[src/rtl/ofifo_drain_ctrl.sv]
// Drains num_rows rows from the show-ahead output FIFO into consecutive psum SRAM
// addresses, one row per CHECK/POP/HOLD pass. All control outputs are registered.
module ofifo_drain_ctrl #(
  parameter int col     = 8,
  parameter int psum_bw = 16,
  parameter int addr_w  = 11,
  parameter int rd_lat  = 1
) (
  input  logic                     clk,
  input  logic                     reset,
  input  logic                     start,
  input  logic [addr_w-1:0]        num_rows,
  input  logic [addr_w-1:0]        base_addr,
  input  logic                     ofifo_valid,
  input  logic                     ofifo_full,
  input  logic [col*psum_bw-1:0]   ofifo_out,
  output logic                     ofifo_rd,
  output logic                     sram_cen,
  output logic                     sram_wen,
  output logic [addr_w-1:0]        sram_addr,
  output logic [col*psum_bw-1:0]   sram_din,
  output logic                     busy,
  output logic                     done,
  output logic [addr_w-1:0]        rows_done,
  output logic                     full_seen
);

  localparam int HOLD_W = (rd_lat > 1) ? $clog2(rd_lat) : 1;
  localparam logic [HOLD_W-1:0] HOLD_LAST = HOLD_W'(rd_lat - 1);

  typedef enum logic [2:0] {IDLE, CHECK, POP, HOLD, DONE} state_t;

  state_t              state;
  logic [addr_w-1:0]   num_q;
  logic [addr_w-1:0]   base_q;
  logic [HOLD_W-1:0]   hold_cnt;

  // The SRAM captures the FIFO head directly during the POP cycle.
  assign sram_din = ofifo_out;

  always_ff @(posedge clk) begin
    if (reset) begin
      state     <= IDLE;
      ofifo_rd  <= 1'b0;
      sram_cen  <= 1'b1;
      sram_wen  <= 1'b1;
      sram_addr <= '0;
      busy      <= 1'b0;
      done      <= 1'b0;
      rows_done <= '0;
      full_seen <= 1'b0;
      num_q     <= '0;
      base_q    <= '0;
      hold_cnt  <= '0;
    end else begin
      // busy is high exactly in the non-IDLE states, so it qualifies the sticky flag.
      if (busy && ofifo_full)
        full_seen <= 1'b1;

      case (state)
        IDLE: begin
          if (start) begin
            rows_done <= '0;
            full_seen <= 1'b0;
            busy      <= 1'b1;
            if (num_rows != '0) begin
              num_q  <= num_rows;
              base_q <= base_addr;
              state  <= CHECK;
            end else begin
              done  <= 1'b1;
              state <= DONE;
            end
          end
        end

        CHECK: begin
          if (ofifo_valid) begin
            ofifo_rd  <= 1'b1;
            sram_cen  <= 1'b0;
            sram_wen  <= 1'b0;
            sram_addr <= base_q + rows_done;
            state     <= POP;
          end
        end

        POP: begin
          ofifo_rd  <= 1'b0;
          sram_cen  <= 1'b1;
          sram_wen  <= 1'b1;
          rows_done <= rows_done + addr_w'(1);
          hold_cnt  <= '0;
          state     <= HOLD;
        end

        // The FIFO registers rd, so ofifo_valid is stale until the hold expires.
        HOLD: begin
          if (hold_cnt == HOLD_LAST) begin
            if (rows_done == num_q) begin
              done  <= 1'b1;
              state <= DONE;
            end else begin
              state <= CHECK;
            end
          end else begin
            hold_cnt <= hold_cnt + HOLD_W'(1);
          end
        end

        DONE: begin
          done  <= 1'b0;
          busy  <= 1'b0;
          state <= IDLE;
        end

        default: state <= IDLE;
      endcase
    end
  end

endmodule
[config.mk]
export PLATFORM = sky130hd
export DESIGN_NAME = ofifo_drain_ctrl
export DESIGN_NICKNAME = d
export VERILOG_FILES = /design/src/rtl/ofifo_drain_ctrl.sv
export SDC_FILE = /design/constraint.sdc
export NUM_CORES = 1
export LEC_CHECK = 0
export BUFFER_PORTS_ARGS = -buffer_cell sky130_fd_sc_hd__buf_2
export CAP_MARGIN = 20
export CORE_AREA = 2 2 122 124
export DETAILED_ROUTE_END_ITERATION = 10
export DIE_AREA = 0 0 124 126
export PLACE_DENSITY = 0.63
export SYNTH_ARGS = -nofsm -noshare
export SYNTH_HDL_FRONTEND = slang
export SYNTH_SLANG_ARGS = --single-unit
[constraint.sdc]
create_clock -name clk -period 2.4 [get_ports clk]
set_clock_uncertainty 0.05 [all_clocks]
set_input_delay 0.36 -clock clk [delete_from_list [all_inputs] [get_ports clk]]
set_output_delay 0.36 -clock clk [all_outputs]
set_load 0.01 [all_outputs]
# Yosys cells after proc, flatten, opt, wreduce, memory -nomap -nowiden
# Cells that the tools add are included.
totals:
  word_cells: 63
  inputBits: 155
  out_inout_bits: 156
  ff_bits: 53
op_classes:
  n_mux: 24
  eq_ne: 10
  reduce_logical: 15
  addsub: 3
ops:
  columns: ["op", "count"]
  rows:
  - ["case mux 11 bit (2 select lines)", 1]
  - ["2-to-1 mux 3 bit", 5]
  - ["case mux 3 bit (4 select lines)", 1]
  - ["adder 11 x 1 -> 11 bit, second input constant", 1]
  - ["adder 11 bit", 1]
  - ["== test 11 bit", 1]
  - ["2-to-1 mux 1 bit", 11]
  - ["2-to-1 mux 11 bit", 1]
  - ["nonzero test 11 bit", 1]
  - ["!= test 2 bit, second input constant", 5]
  - ["case mux 1 bit (2 select lines)", 4]
  - ["AND reduction 2 bit", 4]
  - ["nonzero test 2 bit", 4]
  - ["== test 3 x 2 -> 1 bit, second input constant", 2]
  - ["AND reduction 3 bit", 2]
  - ["AND reduction 5 bit", 1]
  - ["== test 3 x 1 -> 1 bit, second input constant", 1]
  - ["== test 3 bit, second input constant", 1]
  - ["logical NOT 3 bit", 1]
  - ["case mux 1 bit (3 select lines)", 1]
  - ["nonzero test 3 bit", 1]
  - ["adder 1 bit, second input constant", 1]
  - ["logical AND 1 bit", 1]

# Depth between registers and ports, before layout
depth:
  ltp_word: 4
  mapped_depth: 8

# Worst setup path before layout
# No wires, ideal clock.
synth_timing:
  path_kind: "register to register"
  from: "reg rows_done[0]"
  to: "reg sram_addr[6]"
  path_slack_ns: 0.289
  period_less_slack_ns: 2.111
  setup_time_ns: 0.062
  t_arrival_ns: 1.999
  required_ns: 2.288
  stages_incl_launch_ff: 9
  cell_sequence: "dfxtp_1 > ha_1 > inv_1 > fa_1 > nor2b_1 > o31a_1 > o21ai_0 > or4_1 > nand3_1"
synth_between:
  elab_chain_cells: 1
synth_lines:
  columns: ["element", "line_no", "text"]
  rows:
  - ["start, declared", "24", "output logic [addr_w-1:0] rows_done,"]
  - ["start signal, assigned", "91", "rows_done <= rows_done + addr_w'(1);"]
  - ["adder 11 bit", "82", "sram_addr <= base_q + rows_done;"]
  - ["end signal, assigned", "82", null]
  - ["end, declared", "20", "output logic [addr_w-1:0] sram_addr,"]
# Every way passes these cells.
# A chain may end at the register's enable or synchronous reset.

# Worst setup path after layout
layout_timing:
  from: "reg rows_done[1]"
  to: "reg sram_addr[5]"
# The elaborated chain is that of the path after synthesis.

==> impl_results.md <==
- Status: completed
- Post-place setup slack: 0.262 ns
- Pwr Density: ~610 nW/um^2
- Vias/cell: roughly 4.8
- Startpoint Class: flip-flop
- Async SR Flop Fraction: 0
- Setup CP Type: flip-flop to flip-flop
- Fillers: about 1,600
- Post-DRT Antenna Nets: 0
- Fmax: between 400 and 500 MHz
- Register area share after synthesis: 0.289
- Count leader, synth: buf_4
- Post-cts hold buffer count: 0
- CTS max path bufs: 2
- Top cell type's share of synthesized area: 0.289
- Clock slew at reported path FFs: approximately 0.07 ns
- Clk_lat worst skew: 0.29 ns
- Die W: approximately 120 microns
- # resized after CTS: 0
- Slew Limit Fails: 0
- Setup total negative slack: 0 ns
- Setup ws final: 0.262 ns
- Hold Vio Cnt, Final: 0
- DRT Wirelength: about 9 mm
- TritonCTS sink count: 52
- Total number of vias: about 2,700
- Final hold slack: between 0.2 and 0.3 ns
- Non-Filler Instances: 568
- Final worst-path cycle share: 0.891
- Worst Path Arrival: approximately 2.3 ns
- EDFF count, synth: 0
- First-pass GRT wire length: between 10 and 15 mm
- Hold/Removal Path Class: input pin to flip-flop
- Initial core utilization: 0.252
- Crit Path Max Fanout: 7
- Row cnt: 44
- Die height: roughly 130 microns
- Post-synth top area cell: dfxtp_1
- YS warnings: 0
- Power, Total: ~2.0 mW
- Final instance area: between 3000 and 4000 sq um
- Reg area: 1040 sq um
- Initial antenna violation count: 0
- Worst path bufs/invs: 0
- P&R area growth vs syn: -8.36%
- Number of synthesized register bits: 52
- Unrepaired setup endpoints after global routing: false
- Gpl congestion: between 0.8 and 0.9
- Routed WL per cell: between 15 and 20 microns
- Slowest cell on crit path: dfxtp_1
- CTS Buf Count: 5
- P_leak: roughly 1.4 nW
- H-Tree Depth: 2
- Final core utilization: 0.231
- Root buf cell: clkbuf_16
- Share of cells above drive strength 1: 0.203
- Mean Syn Cell Area: approximately 7.9 sq um
- CTS tree: yes
- Post-DP Area: around 3100 sq um
- Multi-input logic area: approximately 1500 sq um
- Grt ovf: 0
- FF-to-FF setup slack: 0.26 ns
- CP Cell Sequence: ha_1, a211o_1, a211oi_1, nor3_1, or3_1, a21oi_1
- Number of global-route vias before repair: 2,521
- Critical Path Max Stage Delay: about 0.46 ns
- Drt first-iter violations: between 150 and 200
- Initial DRT Pass Iterations: 4
- Total global-route track usage: 0.114
- Required time of the critical path: 2.57 ns
- Cells after synthesis: around 460
- Synth top area cells: dfxtp_1 (29%), buf_4 (27%), nand2_1 (6.5%)
- Most frequent cells after synthesis: buf_4 (131), nand2_1 (62), dfxtp_1 (52), a21oi_1 (41), nor2_1 (19)
- Dpl hpwl: between 7 and 8 mm
- Final Net Count: 550
- Max_cap viols: 0
- I/O Buffers: 54
- Crit path max-delay family: compound AO/OA/AOI/OAI gates
- Largest net degree at the start of global routing: 23
- Inst Count DP: 560
- Total core area: ~14,000 sq um
- # setup viols final: 0
- Worst Setup End Kind: flip-flop
- Slew Limit Headroom: 0.471
- Post-CTS Setup Bufs: 0
- Top Ports: between 300 and 400
- Min cycle time layout: roughly 2.1 ns
- Antenna Cells: 0
- Primary FF master, synth: dfxtp_1
- Die ar.: 15,600 sq um
- Library cells used by synthesis: 50
- Synthesized Nets: 624
- Slew @ Worst Pin: 0.793 ns
- Number of remaining DRC errors: 0
- Mapped Area: roughly 3600 sq um
- VDD IR-drop max: approximately 0.00022 V
[sequential cells by signal, summed over array words and instances, names as in the netlist]
| signal | count |
|---|---|
| num_q | 11 |
| busy | 1 |
| full_seen | 1 |
| done | 1 |
| sram_wen | 1 |
| state | 3 |
| base_q | 11 |
| rows_done | 11 |
| ofifo_rd | 1 |
| sram_addr | 11 |
[path summary, 6_finish.rpt]
kind / start / cells past startpoint / to
setup / recovery: rows_done[1] / 6 / sram_addr[5]
hold / removal: base_addr[8] / 3 / base_q[8]
setup reg to reg: rows_done[1] / 6 / sram_addr[5]
hold reg to reg: sram_addr[3] / 2 / sram_addr[3]
[layout by cell type, fill, tap and decap left out, drive strengths merged, types with 2 or more instances in the layout]
cell type / count
a211o: 3
a211oi: 5
a21oi: 41
a31oi: 4
a32oi: 2
and3: 4
buf: 66
clkbuf: 6
dfxtp: 52
ha: 11
inv: 6
mux2: 2
nand2: 62
nand3: 14
nand3b: 3
nand4: 5
nor2: 20
nor2b: 3
nor3: 8
nor4: 7
nor4b: 2
o2111ai: 2
o211ai: 2
o21a: 3
o21ai: 13
o41ai: 2
or3: 4
or4: 2
xnor2: 3
xor2: 10
[logic make-up after synthesis]
logic type,count (synthesis),synth area share
AOI/OAI and AO/OA,83,0.139
xor gates and xnor gates,13,0.0316
adders and majority gates,12,0.0437
buffers and inverters,153,0.299
DFF,52,0.289
muxes,3,0.00902
and+or+nand+nor,141,0.189
[where the power goes]
| group | switching, mW | leakage, nW | internal, mW | total [mW] |
|---|---|---|---|---|
| Clock | 0.317 | 0.0808 | 0.491 | 0.808 |
| Combinational | 0.158 | 0.904 | 0.0970 | 0.255 |
| Sequential | 0.0337 | 0.423 | 0.904 | 0.938 |
| Total | 0.509 | 1.41 | 1.49 | 2.00 |
[worst min-delay path, cell delays in order]
cell and delay (ns):
buf_2 0.10, nand2_1 0.04, a21oi_1 0.05
[cell type report]
cell class,instances,share of cell area
timing repair buffer,66,0.109
clock inverter,2,0.0106
sequential,52,0.315
tap,184,0.0696
multi-input combinational,252,0.450
clock buffer,6,0.0390
inverter,6,0.00681
[metal layers]
layer / up-vias / wire [microns] / track usage / share of wire
met5: - / 0 / 0 / 0
met3: 65 / 846 / 0.0417 / 0.094
met2: 112 / 4130 / 0.178 / 0.46
met1: 1240 / 3560 / 0.133 / 0.40
li1: 1291 / - / - / -
met4: 0 / 458 / 0.0681 / 0.051
Note: power is estimated with default switching activity, not from simulation.
